File: src/rtl/svc_rv_mem_arb_if.sv
// Bundle of the fetch port, data port and memory command/response signals
// around svc_rv_mem_arb. The arbiter uses the slave view; core and memory use master.
interface svc_rv_mem_arb_if #(
  parameter int unsigned AW = 32
);
  localparam int unsigned DW = 32;
  localparam int unsigned SW = DW / 8;

  logic          i_req;
  logic [AW-1:0] i_addr;
  logic          i_gnt;
  logic          i_rvalid;
  logic [DW-1:0] i_rdata;

  logic          d_req;
  logic          d_we;
  logic [AW-1:0] d_addr;
  logic [DW-1:0] d_wdata;
  logic [SW-1:0] d_wstrb;
  logic          d_gnt;
  logic          d_rvalid;
  logic [DW-1:0] d_rdata;

  logic          m_ready;
  logic          m_ren;
  logic          m_we;
  logic [AW-1:0] m_addr;
  logic [DW-1:0] m_wdata;
  logic [SW-1:0] m_wstrb;
  logic [DW-1:0] m_rdata;

  modport slave (
    input  i_req, i_addr, d_req, d_we, d_addr, d_wdata, d_wstrb, m_ready, m_rdata,
    output i_gnt, i_rvalid, i_rdata, d_gnt, d_rvalid, d_rdata,
           m_ren, m_we, m_addr, m_wdata, m_wstrb
  );

  modport master (
    output i_req, i_addr, d_req, d_we, d_addr, d_wdata, d_wstrb, m_ready, m_rdata,
    input  i_gnt, i_rvalid, i_rdata, d_gnt, d_rvalid, d_rdata,
           m_ren, m_we, m_addr, m_wdata, m_wstrb
  );
endinterface

File: src/rtl/svc_rv_mem_arb.sv
// Shares one 1-cycle-latency memory between svc_rv fetch and data ports.
// Data wins ties; fetch is forced through after MAX_D_STREAK data grants.
module svc_rv_mem_arb #(
  parameter int unsigned AW           = 32,
  parameter int unsigned MAX_D_STREAK = 3
) (
  input logic              clock,
  input logic              reset,
  svc_rv_mem_arb_if.slave  bus
);
  localparam int unsigned STREAK_W = $clog2(MAX_D_STREAK + 1);
  localparam int unsigned DW       = 32;
  localparam int unsigned BW       = DW / 8;

  typedef enum logic [1:0] {
    IDLE  = 2'd0,
    FETCH = 2'd1,
    DATA  = 2'd2
  } owner_e;

  owner_e              state_q, state_d;
  logic [STREAK_W-1:0] streak_q, streak_d;
  logic                resp_v_q, resp_v_d;

  logic          force_i_c;
  logic          d_gnt_c;
  logic          i_gnt_c;
  logic          m_ren_c;
  logic          m_we_c;
  logic [AW-1:0] m_addr_c;
  logic [DW-1:0] m_wdata_c;
  logic [BW-1:0] m_wstrb_c;

  // State register: owner of the in-flight command, streak, response pending
  always_ff @(posedge clock) begin
    if (reset) begin
      state_q  <= IDLE;
      streak_q <= '0;
      resp_v_q <= 1'b0;
    end else begin
      state_q  <= state_d;
      streak_q <= streak_d;
      resp_v_q <= resp_v_d;
    end
  end

  // Grant decision, next owner and starvation streak; grants held off during reset
  always_comb begin
    state_d   = IDLE;
    streak_d  = streak_q;
    force_i_c = bus.i_req && (streak_q == STREAK_W'(MAX_D_STREAK));
    d_gnt_c   = !reset && bus.m_ready && bus.d_req && !force_i_c;
    i_gnt_c   = !reset && bus.m_ready && bus.i_req && !d_gnt_c;

    if (d_gnt_c) begin
      state_d = DATA;
    end else if (i_gnt_c) begin
      state_d = FETCH;
    end

    if (d_gnt_c && bus.i_req) begin
      if (streak_q != STREAK_W'(MAX_D_STREAK)) begin
        streak_d = streak_q + STREAK_W'(1);
      end
    end else if (i_gnt_c || !bus.i_req) begin
      streak_d = '0;
    end

    resp_v_d = m_ren_c;
  end

  // Memory command muxed from the granted requester
  always_comb begin
    m_ren_c   = 1'b0;
    m_we_c    = 1'b0;
    m_addr_c  = bus.d_addr;
    m_wdata_c = bus.d_wdata;
    m_wstrb_c = '0;
    if (d_gnt_c) begin
      m_ren_c   = !bus.d_we;
      m_we_c    = bus.d_we;
      m_wstrb_c = bus.d_wstrb;
    end else if (i_gnt_c) begin
      m_ren_c  = 1'b1;
      m_addr_c = bus.i_addr;
    end
  end

  assign bus.i_gnt   = i_gnt_c;
  assign bus.d_gnt   = d_gnt_c;
  assign bus.m_ren   = m_ren_c;
  assign bus.m_we    = m_we_c;
  assign bus.m_addr  = m_addr_c;
  assign bus.m_wdata = m_wdata_c;
  assign bus.m_wstrb = m_wstrb_c;

  // A response still in flight when reset arrives is dropped
  assign bus.i_rvalid = !reset && resp_v_q && (state_q == FETCH);
  assign bus.d_rvalid = !reset && resp_v_q && (state_q == DATA);
  assign bus.i_rdata  = bus.m_rdata;
  assign bus.d_rdata  = bus.m_rdata;
endmodule

File: src/flat_wrapper.sv
// flat-port wrapper written by rule: the top's interface ports become plain ports
module svc_rv_mem_arb_flat 
#(
  parameter int unsigned AW           = 32,
  parameter int unsigned MAX_D_STREAK = 3
)
  (clock, reset, bus_i_req, bus_i_addr, bus_d_req, bus_d_we, bus_d_addr, bus_d_wdata, bus_d_wstrb, bus_m_ready, bus_m_rdata, bus_i_gnt, bus_i_rvalid, bus_i_rdata, bus_d_gnt, bus_d_rvalid, bus_d_rdata, bus_m_ren, bus_m_we, bus_m_addr, bus_m_wdata, bus_m_wstrb);
  svc_rv_mem_arb_if #(.AW(AW)) bus_i ();
  input logic clock;
  input logic reset;
  input wire logic [$bits(bus_i.i_req)-1:0] bus_i_req;
  input wire logic [$bits(bus_i.i_addr)-1:0] bus_i_addr;
  input wire logic [$bits(bus_i.d_req)-1:0] bus_d_req;
  input wire logic [$bits(bus_i.d_we)-1:0] bus_d_we;
  input wire logic [$bits(bus_i.d_addr)-1:0] bus_d_addr;
  input wire logic [$bits(bus_i.d_wdata)-1:0] bus_d_wdata;
  input wire logic [$bits(bus_i.d_wstrb)-1:0] bus_d_wstrb;
  input wire logic [$bits(bus_i.m_ready)-1:0] bus_m_ready;
  input wire logic [$bits(bus_i.m_rdata)-1:0] bus_m_rdata;
  output wire logic [$bits(bus_i.i_gnt)-1:0] bus_i_gnt;
  output wire logic [$bits(bus_i.i_rvalid)-1:0] bus_i_rvalid;
  output wire logic [$bits(bus_i.i_rdata)-1:0] bus_i_rdata;
  output wire logic [$bits(bus_i.d_gnt)-1:0] bus_d_gnt;
  output wire logic [$bits(bus_i.d_rvalid)-1:0] bus_d_rvalid;
  output wire logic [$bits(bus_i.d_rdata)-1:0] bus_d_rdata;
  output wire logic [$bits(bus_i.m_ren)-1:0] bus_m_ren;
  output wire logic [$bits(bus_i.m_we)-1:0] bus_m_we;
  output wire logic [$bits(bus_i.m_addr)-1:0] bus_m_addr;
  output wire logic [$bits(bus_i.m_wdata)-1:0] bus_m_wdata;
  output wire logic [$bits(bus_i.m_wstrb)-1:0] bus_m_wstrb;
  assign bus_i.i_req = bus_i_req;
  assign bus_i.i_addr = bus_i_addr;
  assign bus_i.d_req = bus_d_req;
  assign bus_i.d_we = bus_d_we;
  assign bus_i.d_addr = bus_d_addr;
  assign bus_i.d_wdata = bus_d_wdata;
  assign bus_i.d_wstrb = bus_d_wstrb;
  assign bus_i.m_ready = bus_m_ready;
  assign bus_i.m_rdata = bus_m_rdata;
  assign bus_i_gnt = bus_i.i_gnt;
  assign bus_i_rvalid = bus_i.i_rvalid;
  assign bus_i_rdata = bus_i.i_rdata;
  assign bus_d_gnt = bus_i.d_gnt;
  assign bus_d_rvalid = bus_i.d_rvalid;
  assign bus_d_rdata = bus_i.d_rdata;
  assign bus_m_ren = bus_i.m_ren;
  assign bus_m_we = bus_i.m_we;
  assign bus_m_addr = bus_i.m_addr;
  assign bus_m_wdata = bus_i.m_wdata;
  assign bus_m_wstrb = bus_i.m_wstrb;
  svc_rv_mem_arb #(.AW(AW), .MAX_D_STREAK(MAX_D_STREAK)) u_core (.clock(clock), .reset(reset), .bus(bus_i));
endmodule
File: config.mk
export PLATFORM = sky130hd
export DESIGN_NAME = svc_rv_mem_arb_flat
export DESIGN_NICKNAME = d
export VERILOG_FILES = /design/src/rtl/svc_rv_mem_arb_if.sv /design/src/rtl/svc_rv_mem_arb.sv /design/src/flat_wrapper.sv
export SDC_FILE = /design/constraint.sdc
export NUM_CORES = 1
export LEC_CHECK = 0
export BUFFER_PORTS_ARGS = -buffer_cell sky130_fd_sc_hd__buf_2
export CAP_MARGIN = 15
export CELL_PAD_IN_SITES_DETAIL_PLACEMENT = 1
export CELL_PAD_IN_SITES_GLOBAL_PLACEMENT = 1
export CORE_AREA = 2 2 107 109
export CTS_CLUSTER_DIAMETER = 120
export DETAILED_ROUTE_END_ITERATION = 7
export DIE_AREA = 0 0 109 111
export PLACE_DENSITY_LB_ADDON = 0.1
export SLEW_MARGIN = 10
export SYNTH_ARGS = -nofsm -noshare
export SYNTH_HDL_FRONTEND = slang
export SYNTH_SLANG_ARGS = --single-unit
File: constraint.sdc
create_clock -name clock -period 2.15 [get_ports clock]
set_clock_uncertainty 0.15 [all_clocks]
set_input_delay 0.215 -clock clock [delete_from_list [all_inputs] [get_ports clock]]
set_output_delay 0.215 -clock clock [all_outputs]
set_load 0.005 [all_outputs]
## Word-level counts from Yosys, hierarchy flattened

Cells that the tools add are included.

- Register bits: 5
- Input port bits: 138

- $add $sub $neg: 1
- Eq/ne operators: 5
- Muxes and demuxes: 11
- Reduce and logical (&&, ||, !) cells: 19

Operator list:

| operator | count |
|---|---|
| two-way mux 32 bit | 2 |
| logical AND 1 bit | 10 |
| two-way mux 2 bit | 4 |
| logical NOT 1 bit | 5 |
| == test 2 bit (second input constant) | 2 |
| two-way mux 1 bit | 4 |
| two-way mux 4 bit | 1 |
| != test 2 bit (second input constant) | 2 |
| adder 2 x 1 -> 2 bit (second input constant) | 1 |
| == test 2 x 1 -> 1 bit (second input constant) | 1 |
| AND reduction 2 bit | 1 |
| nonzero test 2 bit | 1 |
| OR reduction 2 bit | 1 |
| logical OR 1 bit | 1 |

## Depth between registers and ports, before layout

Gate-level depths: netlist (run 1).

- Depth after elaboration: 9
- Depth in mapped cells: 5
- Depth with buffers taken out: 4

## Least setup slack after synthesis (run 1)

Ideal clock, no wire load.

- Kind: register -> output
- From: register u_core.streak_q[0]
- To: output bus_m_addr[10]
- Buffers on the path: 1
- Cell stages (with the launch flop): 6
- Data required time: 1.785 ns
- Data arrival time: 1.392 ns
- Path slack: 0.393 ns
- Path through: dfxtp_1 > ha_1 > inv_1 > a21oi_4 > buf_8 > mux2_4

- Cells in the longest elaborated chain, start to end: 8

Ends and longest elaborated chain:

| what | RTL line | source |
|---|---|---|
| from (decl) | svc_rv_mem_arb.sv:22 | `logic [STREAK_W-1:0] streak_q, streak_d;` |
| from (signal assigned) | svc_rv_mem_arb.sv:42 | `streak_q <= streak_d;` |
| == test 2 bit (*) | svc_rv_mem_arb.sv:51 | `force_i_c = bus.i_req && (streak_q == STREAK_W'(MAX_D_STREAK));` |
| logical AND 1 bit (*) | svc_rv_mem_arb.sv:51 |  |
| logical NOT 1 bit (*) | svc_rv_mem_arb.sv:52 | `d_gnt_c = !reset && bus.m_ready && bus.d_req && !force_i_c;` |
| logical AND 1 bit (*) | svc_rv_mem_arb.sv:52 |  |
| logical NOT 1 bit | svc_rv_mem_arb.sv:53 | `i_gnt_c = !reset && bus.m_ready && bus.i_req && !d_gnt_c;` |
| logical AND 1 bit | svc_rv_mem_arb.sv:53 |  |
| two-way mux 32 bit | svc_rv_mem_arb.sv:83 | `end else if (i_gnt_c) begin` |
| two-way mux 32 bit (*) | svc_rv_mem_arb.sv:79 | `if (d_gnt_c) begin` |
| to (decl) | flat_wrapper.sv:28 | `output wire logic [$bits(bus_i.m_addr)-1:0] bus_m_addr;` |

Every way passes the cells marked *; elsewhere a longest branch is shown, timed or not.

## Worst setup path after layout (run 1)

- From: register u_core.streak_q[1]
- To: output bus_m_addr[17]

Same word-level chain as after synthesis.

==> results of run 1 <==
[stage by stage]
stage	util, %	hold WS, ps	cells	instance area (um2)	setup WS, ps
floorplan	-	154.1	158	1508	392.9
global placement	13.83	280.0	320	1531	225.6
detailed placement	13.83	280.0	320	1531	240.9
CTS	14.56	108.0	324	1613	11.89
global route	15.49	115.7	329	1715	0.7553
finish	15.49	110.9	329	1715	81.51
[final timing paths]
path                            slack [ps]                  to                from
worst max-delay path                    80      bus_m_addr[17]  u_core.streak_q[1]
worst min-delay path                   110   u_core.state_q[1]           bus_i_req
worst max register to register         790     u_core.resp_v_q  u_core.streak_q[1]
worst min register to register         320  u_core.streak_q[1]  u_core.streak_q[1]
[kinds of logic (layout without fill, tap and decap cells)]
kind of cell	count (synthesis)	count (layout)	synth area share, %
buffers and inverters	101	129	51.29
and+or+nand+nor	11	11	6.224
adders and majority gates	1	1	0.8297
DFF	5	5	6.639
muxes	33	33	31.37
AOI/OAI and AO/OA	7	7	3.651
[per-layer routing]
metal / share of wire [%] / routed length, um / vias up / GRT usage, %
li1: - / - / 479 / -
met1: 24 / 1167 / 466 / 4.984
met2: 56 / 2706 / 106 / 13.33
met3: 16 / 746 / 33 / 4.056
met4: 3.6 / 173 / 0 / 3.675
met5: 0 / 0 / - / 0
[worst max-delay path: stages, from the launching register on]
cell	delay, ps
dfxtp_2	320
ha_2	200
inv_1	80
a21oi_4	150
buf_6	150
clkbuf_16	160
mux2_4	290
buf_2	140
[sequential cells by signal, summed over array words and instances, names as in the netlist]
register,flops
u_core.state_q,2
u_core.streak_q,2
u_core.resp_v_q,1
[cell type report]
cell class / count / area, um2
Clock buffer: 4 / 78.83
Fill cell: 1318 / 9361
Inverter: 2 / 7.507
Multi-Input combinational cell: 52 / 636.9
Sequential cell: 5 / 102.6
Tap cell: 143 / 178.9
Timing Repair Buffer: 123 / 710.7
[cell usage in the layout, fill, tap and decap left out, types with 2 or more instances in the layout]
cell type,count
and2_1,5
buf_2,115
dfxtp_1,3
a21oi_1,3
nor3b_1,2
inv_1,2
buf_6,2
mux2_2,6
clkbuf_16,5
dfxtp_2,2
a21o_1,2
mux2_4,27
nor4bb_1,2
buf_12,2
[power by group]
part	switching, mW	total, mW	internal, mW
combinational	0.0742	0.219	0.145
sequential	0.00149	0.0980	0.0965
clock	0.0593	0.305	0.246
total	0.135	0.622	0.487
[timing repair]
item / in CTS / in global routing
pin swaps: 0 / 2
endpoints found under the hold margin: 0 / 0
gates cloned: 0 / 3
resized for setup: 1 / 8
buffers inserted: 0 / 2
setup endpoints to repair: 4 / 32
==> flow_summary.toml, run 1 <==
[status]
status = "finished clean"

[cts]
htree_levels = 1
cts-root-buf = "clkbuf_16"
cts_sinks = 5
cts_tree = "done"
clkSlewWorstSetupHoldPaths_ps = 30
numCtsBuffers = 3
cts_buffer_depth = 2
clock_latency_ps = 230
ctsHoldBuffers = 0

[die]
fp-row-count = 39
dieArea_um2 = 12100
die_h_um = 111
core_region_area_um2 = 11080
start_util_pct = 13.61
fp.dieW_um = 109
io_pins = 276

[worst_setup_path]
crit_fanout = 6
cp.arrival_ps = 1700
startpoint_type = "register"
worstSetupPathType = "register to output port"
worst-r2r-cell-count = 6
cp.required_ps = 1780
end_kind = "output port"

[finish]
syn_to_final_growth_pct = 13.78
diodes = 0
nets = 326
drive_gt1_share_pct = 88.17

[synthesis]
synth.area.top_cells = "buf_4 48%, mux2_4 27%, dfxtp_1 6.6%"
synth_top_cell_by_area = "buf_4"
synth.avg_cell_area_um2 = 9.542
netlist.area_leader.share_pct = 47.80
syn_nets = 297
yosys_most_used_dff = "dfxtp_1"
synth_warnings = 0
ys_ff_latch = 5
synth_edf_count = 0
yosysMostFrequentCell = "buf_4"
ys_seq_area_share_pct = 6.639
async_flop_share_pct = 0
synth_common_cells = "96 x buf_4, 27 x mux2_4, 6 x mux2_2, 5 x and2_1, 5 x dfxtp_1"
synth_cell_type_count = 16
netlist_instances = 158
synth.cell_area_um2 = 1508

[power]
p_leak_nw = 0.9025
p_total_uw = 621.7
power_density_nw_per_um2 = 362.4
vdd_drop_max_uv = 277.6

[drt]
drt_iter0_drc = 18
routed_wirelength_mm = 4.794
vias_per_cell = 3.295
vias = 1084
drt_first_pass_iters = 2
routedWlPerCell_um = 14.57
drc_errors = 0
drtAntennaViolNets = 0

[timing]
fmax_ghz = 0.4834
worst_pin_slew_ps = 256.7
max_slew_margin_pct = 82.65
rsz0062_at_grt = "false"
hold_violations = 0
fin_crit_sh_pct = 96.21
final.setup.tns_ps = 0
period_needed_ps = 2068
setup_viol = 0
final_max_slew_viol_count = 0

[grt]
antenna_found_initial = 0
grt_pass1_vias = 1169
grt.overflow.total = 0
grt_max_degree = 26
grt_use_total_pct = 6.900
grt_pass1_wl_mm = 6.354

[placed_design]
port_buffers = 115
dpl.hpwl_mm = 4.136
globalplace.congestion = 0.7287

[hold_path]
hold_class = "input pin to register"
worstHoldPathCells = 2

[job]
drv_cap = 0
Note: power is estimated with default switching activity, not from simulation.
==> run 2: changes to the inputs <==
--- a/config.mk
+++ b/config.mk
@@ -5,14 +5,15 @@
 export SDC_FILE = /design/constraint.sdc
 export NUM_CORES = 1
 export LEC_CHECK = 0
+export ABC_AREA = 1
 export BUFFER_PORTS_ARGS = -buffer_cell sky130_fd_sc_hd__buf_2
 export CAP_MARGIN = 15
 export CELL_PAD_IN_SITES_DETAIL_PLACEMENT = 1
 export CELL_PAD_IN_SITES_GLOBAL_PLACEMENT = 1
-export CORE_AREA = 2 2 107 109
+export CORE_AREA = 2 2 106 108
 export CTS_CLUSTER_DIAMETER = 120
 export DETAILED_ROUTE_END_ITERATION = 7
-export DIE_AREA = 0 0 109 111
+export DIE_AREA = 0 0 108 110
 export PLACE_DENSITY_LB_ADDON = 0.1
 export SLEW_MARGIN = 10
 export SYNTH_ARGS = -nofsm -noshare
==> flow_summary.toml, run 2 <==
[status]
status = "finished clean"

[cts]
cts_buffer_depth = 2
cts-root-buf = "clkbuf_8"
cts_sinks = 5
cts_tree = "done"
cts_resized = 0
cts_setup_buffers = 0
clock_latency_ps = 220
numCtsBuffers = 3
htree_levels = 1
ctsHoldBuffers = 0
clkSlewWorstSetupHoldPaths_ps = 30

[worst_setup_path]
cp.arrival_ps = 1620
reg2reg_from = "u_core.streak_q[0]"
end_kind = "output port"
cpPeakStageDelay_ps = 310
worst-r2r-cell-count = 6
path_common_cell = "nand2_1"
reg2reg_to = "u_core.resp_v_q"
worstSetupPathType = "register to output port"
critPathSlowestCell = "dfxtp_1"
startpoint_type = "register"
cp.required_ps = 1780
crit_fanout = 13
r2r_slack_ps = 610
worstPathCellList = "ha_1 -> nand2_1 -> nand3_4 -> nand2_8 -> buf_6 -> nand2_1 -> nand2_1 -> buf_2"

[finish]
multi_input_area_um2 = 553.0
nets = 402
reg_top3 = "u_core.state_q: 2 flops, u_core.streak_q: 2 flops, u_core.resp_v_q: 1 flops"
mostFrequentLayoutCell = "buf_2"
n_fill_cell = 1375
seq_area_um2 = 100.1
drive_gt1_share_pct = 51.15
diodes = 0
final_cell_mix = "115 x buf_2, 92 x nand2_1, 12 x inv_1"
syn_to_final_growth_pct = 3.288
postLayoutCoreUtil_pct = 14.33

[timing]
rsz0062_at_grt = "false"
setup_viol = 0
whs_ps = 120.5
worst_pin_slew_ps = 295.1
final.setup.tns_ps = 0
final_max_slew_viol_count = 0
fin_crit_sh_pct = 92.47
max_slew_margin_pct = 80.27
fmax_ghz = 0.5030
hold_violations = 0
period_needed_ps = 1988

[grt]
grt_pass1_wl_mm = 6.872
grt_pass1_vias = 1345
grt_use_total_pct = 7.355
antenna_found_initial = 0
grt_max_degree = 34
grt.overflow.total = 0

[hold_path]
worstHoldPathCells = 2
worstHoldEndpoint = "u_core.streak_q[1]"
hold_class = "input pin to register"
hp-start = "reset"

[drt]
drt_iter0_drc = 24
routed_wirelength_mm = 4.924
vias = 1392
drc_errors = 0
vias_per_cell = 3.463
routedWlPerCell_um = 12.25
drtAntennaViolNets = 0
drt_first_pass_iters = 2

[synthesis]
synth.avg_cell_area_um2 = 6.107
synth_edf_count = 0
ys_seq_area_share_pct = 6.745
synth_warnings = 0
synth_top_cell_by_area = "buf_4"
synth.area.top_cells = "buf_4 50%, nand2_1 23%, dfxtp_1 6.7%"
yosys_most_used_dff = "dfxtp_1"
synth_common_cells = "99 x buf_4, 92 x nand2_1, 12 x inv_1, 9 x nand2_2, 9 x nor2_1"
async_flop_share_pct = 0
ys_ff_latch = 5
syn_nets = 382
yosysMostFrequentCell = "buf_4"
synth_cell_type_count = 18
netlist_instances = 243
netlist.area_leader.share_pct = 50.08
synth.cell_area_um2 = 1484

[placed_design]
dpl.hpwl_mm = 4.174
globalplace.congestion = 0.6542
port_buffers = 115

[die]
start_util_pct = 13.87
io_pins = 276
fp.dieW_um = 108
fp-row-count = 38
die_h_um = 110
dieArea_um2 = 11880
core_region_area_um2 = 10700

[power]
power_density_nw_per_um2 = 316.7
p_leak_nw = 0.9536
vdd_drop_max_uv = 105.4

[job]
drv_cap = 0
-- run 2: changes by cell type after synthesis, moves of 3 or more --
cell,change
nand2_1,+92
mux2_4,-27
inv_1,+10
nand2_2,+9
nor2_1,+9
mux2_2,-6
and2_1,-5
buf_4,+3
buf_8,-3
o21ai_0,+3
-- run 2: critical path: cells and delay by family (launching register included) --
family | cells | cell delay (ps)
simple gates | 5 | 600
flops | 1 | 310
buf+inv | 2 | 280
fa+ha+maj | 1 | 190
-- run 2: per-stage QoR --
stage	instances	power (mW)	worst slack, ps	area (um2)
2_1_floorplan	243	0.3330	656.7	1484
3_3_place_gp	398	0.3221	284.0	1464
3_5_place_dp	398	0.3196	262.2	1464
4_1_cts	402	0.4953	26.70	1509
5_1_grt	402	0.5291	8.295	1533
6_report	402	0.4855	161.9	1533
-- run 2: layout make-up --
class	instances	area share, %
clock buffers	4	2.939
inverters	13	4.000
multi-input cells	123	36.08
flip-flops and latches	5	6.531
well taps	140	11.43
repair buffers	117	39.02
-- run 2: cell families after synthesis --
group / count (synthesis) / share of synthesized area (%)
AOI/OAI and AO/OA: 5 / 1.686
buffers and inverters: 115 / 56.58
adders and majority gates: 1 / 0.8430
and+or+nand+nor: 117 / 34.15
DFF: 5 / 6.746
-- run 2: worst max path at each step --
stage | startpoint | endpoint | slack [ps] | cells past startpoint
2_1_floorplan | u_core.streak_q[0] | bus_m_addr[22] | 660 | 8
3_3_place_gp | u_core.streak_q[0] | bus_m_ren | 280 | 7
3_5_place_dp | u_core.streak_q[0] | bus_m_addr[27] | 260 | 8
4_1_cts | u_core.streak_q[0] | bus_m_addr[27] | 30 | 8
5_1_grt | u_core.streak_q[0] | bus_m_addr[10] | 8 | 8
6_report | u_core.streak_q[0] | bus_m_addr[11] | 160 | 8
-- run 2: per-layer routing --
layer / wire length [um] / up-vias / GRT usage, %
met3: 604 / 27 / 2.587
met2: 2553 / 102 / 14.51
met5: 0 / - / 0
li1: - / 668 / -
met1: 1574 / 595 / 6.495
met4: 191 / 0 / 3.938
-- run 2: power breakdown --
part           leakage (nW)  switching, mW  internal (mW)
Combinational         0.890          0.107          0.111
Sequential           0.0409        0.00121         0.0968
Clock                0.0228         0.0423          0.127
==> run 3: changes to the inputs <==
--- a/config.mk
+++ b/config.mk
@@ -10,10 +10,10 @@
 export CAP_MARGIN = 15
 export CELL_PAD_IN_SITES_DETAIL_PLACEMENT = 1
 export CELL_PAD_IN_SITES_GLOBAL_PLACEMENT = 1
-export CORE_AREA = 2 2 106 108
+export CORE_MARGIN = 1
+export CORE_UTILIZATION = 13
 export CTS_CLUSTER_DIAMETER = 120
 export DETAILED_ROUTE_END_ITERATION = 7
-export DIE_AREA = 0 0 108 110
 export PLACE_DENSITY_LB_ADDON = 0.1
 export SLEW_MARGIN = 10
 export SYNTH_ARGS = -nofsm -noshare
==> constraint.sdc (replaced) <==
create_clock -name clock -period 1.6 [get_ports clock]
set_clock_uncertainty 0.15 [all_clocks]
set_input_delay 0.16 -clock clock [delete_from_list [all_inputs] [get_ports clock]]
set_output_delay 0.16 -clock clock [all_outputs]
set_load 0.005 [all_outputs]
==> flow_summary.toml, run 3 (synthesis gave the netlist of run 2 again) <==
[drt]
routedWlPerCell_um = 12.17
routed_wirelength_mm = 4.988
drc_errors = 0
drt_iter0_drc = 25
vias_per_cell = 3.429
vias = 1406
drt_first_pass_iters = 3
drtAntennaViolNets = 0

[timing]
fmax_ghz = 0.5590
final_max_slew_viol_count = 0
setup_viol = 34
rsz0062_at_grt = "true"
whs_ps = 29.66
max_slew_margin_pct = 83.52
fin_crit_sh_pct = 111.8
worst_pin_slew_ps = 246.4
period_needed_ps = 1789
finalWorstSetupSlack_ps = -188.9
hold_violations = 0

[die]
io_pins = 276
core_region_area_um2 = 10980
dieArea_um2 = 11850
die_h_um = 108.8
fp.dieW_um = 108.8
fp-row-count = 38
start_util_pct = 13.51

[status]
violations = "setup timing"
status = "complete, but fails checks"

[power]
p_int_uw = 636.1
comb_power_share_pct = 38.2
power_density_nw_per_um2 = 494.5
vdd_drop_max_uv = 554.4
p_sw_share_pct = 28.50
power.switching_uw = 253.5
seqPwrFrac_pct = 14.9
p_clk_share_pct = 46.9
p_leak_nw = 1.087

[cts]
clock_latency_ps = 230
cts_sinks = 5
ctsHoldBuffers = 0
cts_tree = "done"
htree_levels = 1
cts_buffer_depth = 2
numCtsBuffers = 3
cts-root-buf = "clkbuf_16"
clkSlewWorstSetupHoldPaths_ps = 40

[worst_setup_path]
cp.arrival_ps = 1480
end_kind = "output port"
crit_fanout = 7
cpPeakStageDelay_ps = 330
critPathSlowestCell = "dfxtp_2"
startpoint_type = "register"
path_common_cell = "nand2_4"
cp.required_ps = 1290
worstPathCellList = "ha_4 -> nand2_4 -> nand3_4 -> nand2_8 -> clkinv_8 -> clkbuf_16 -> nand2_4 -> nand2_2 -> buf_2"
worstSetupPathType = "register to output port"

[placed_design]
dpl.hpwl_mm = 3.946
globalplace.congestion = 0.6680
placedInstanceArea_um2 = 1539
port_buffers = 115
dp_slack_ps = -24.28

[grt]
antenna_found_initial = 0
grt_pass1_wl_mm = 6.596
grt_max_degree = 17
grt.overflow.total = 0
grt_use_total_pct = 7.294
grt_pass1_vias = 1382

[finish]
diodes = 0
mostFrequentLayoutCell = "buf_2"
drive_gt1_share_pct = 61.85
design_area_um2 = 1799
syn_to_final_growth_pct = 21.25
nets = 410
reg_top3 = "u_core.state_q: 2 flops, u_core.streak_q: 2 flops, u_core.resp_v_q: 1 flops"
final_cell_mix = "114 x buf_2, 73 x nand2_1, 23 x nand2_2"

[job]
drv_cap = 0

[hold_path]
hold_class = "input pin to register"
-- run 3: cell count changes in the layout (fill, tap and decap cells not counted), sizes merged --
cell / before / now
buf: 117 / 124
clkinv: 0 / 2
inv: 13 / 12
-- run 3: per-stage QoR --
step	setup TNS (ps)	std cells	utilization (%)	power, mW
final	-5480	410	16.38	0.8896
after global routing	-7984	410	16.38	0.9540
after CTS	-5718	409	15.33	0.8848
after detailed placement	-204.6	403	14.01	0.4430
after global placement	0	403	14.01	0.4455
after floorplan	0	243	-	0.4474
-- run 3: layout make-up --
| type | instances | area (um2) |
|---|---|---|
| Fill cell | 1392 | 9184 |
| Timing Repair Buffer | 125 | 735.7 |
| Multi-Input combinational cell | 123 | 644.4 |
| Tap cell | 140 | 175.2 |
| Sequential cell | 5 | 102.6 |
| Clock buffer | 3 | 75.07 |
| Inverter | 13 | 61.31 |
| Clock inverter | 1 | 5.005 |
-- run 3: worst max-delay path: cells and delay by family (launching register included) --
kind	cells	cell delay (ps)
buffers and inverters	3	370
AND/OR/NAND/NOR	5	370
flip-flops	1	330
adder cells (fa/ha/maj)	1	160
-- run 3: worst paths after layout --
path | from | endpoint | slack (ps) | depth (start not counted)
hold reg to reg | u_core.streak_q[1] | u_core.streak_q[1] | 340 | 2
hold / removal | bus_d_we | u_core.resp_v_q | 30 | 2
setup reg to reg | u_core.streak_q[0] | u_core.streak_q[0] | 280 | 7
setup / recovery | u_core.streak_q[0] | bus_m_addr[7] | -190 | 9
-- run 3: metal layers --
| layer | track usage [%] | vias to the layer above | wire, um |
|---|---|---|---|
| met5 | 0 | - | 0 |
| met4 | 2.413 | 0 | 105 |
| met3 | 2.809 | 16 | 557 |
| met2 | 14.47 | 96 | 2717 |
| met1 | 6.695 | 612 | 1608 |
| li1 | - | 682 | - |
-- run 3: repair_timing --
item / in CTS / in global routing
setup buffers: 1 / 0
pin swaps: 3 / 2
setup endpoints to repair: 40 / 40
gates cloned: 1 / 1
gates resized for setup: 12 / 25
-- run 3: power groups by stage --
stage | clock [mW] | combinational, mW | sequential, mW
6_report | 0.417 | 0.340 | 0.133
5_1_grt | 0.442 | 0.379 | 0.133
3_5_place_dp | 0 | 0.309 | 0.134
4_1_cts | 0.427 | 0.326 | 0.132
2_1_floorplan | 0 | 0.314 | 0.133
3_3_place_gp | 0 | 0.312 | 0.134
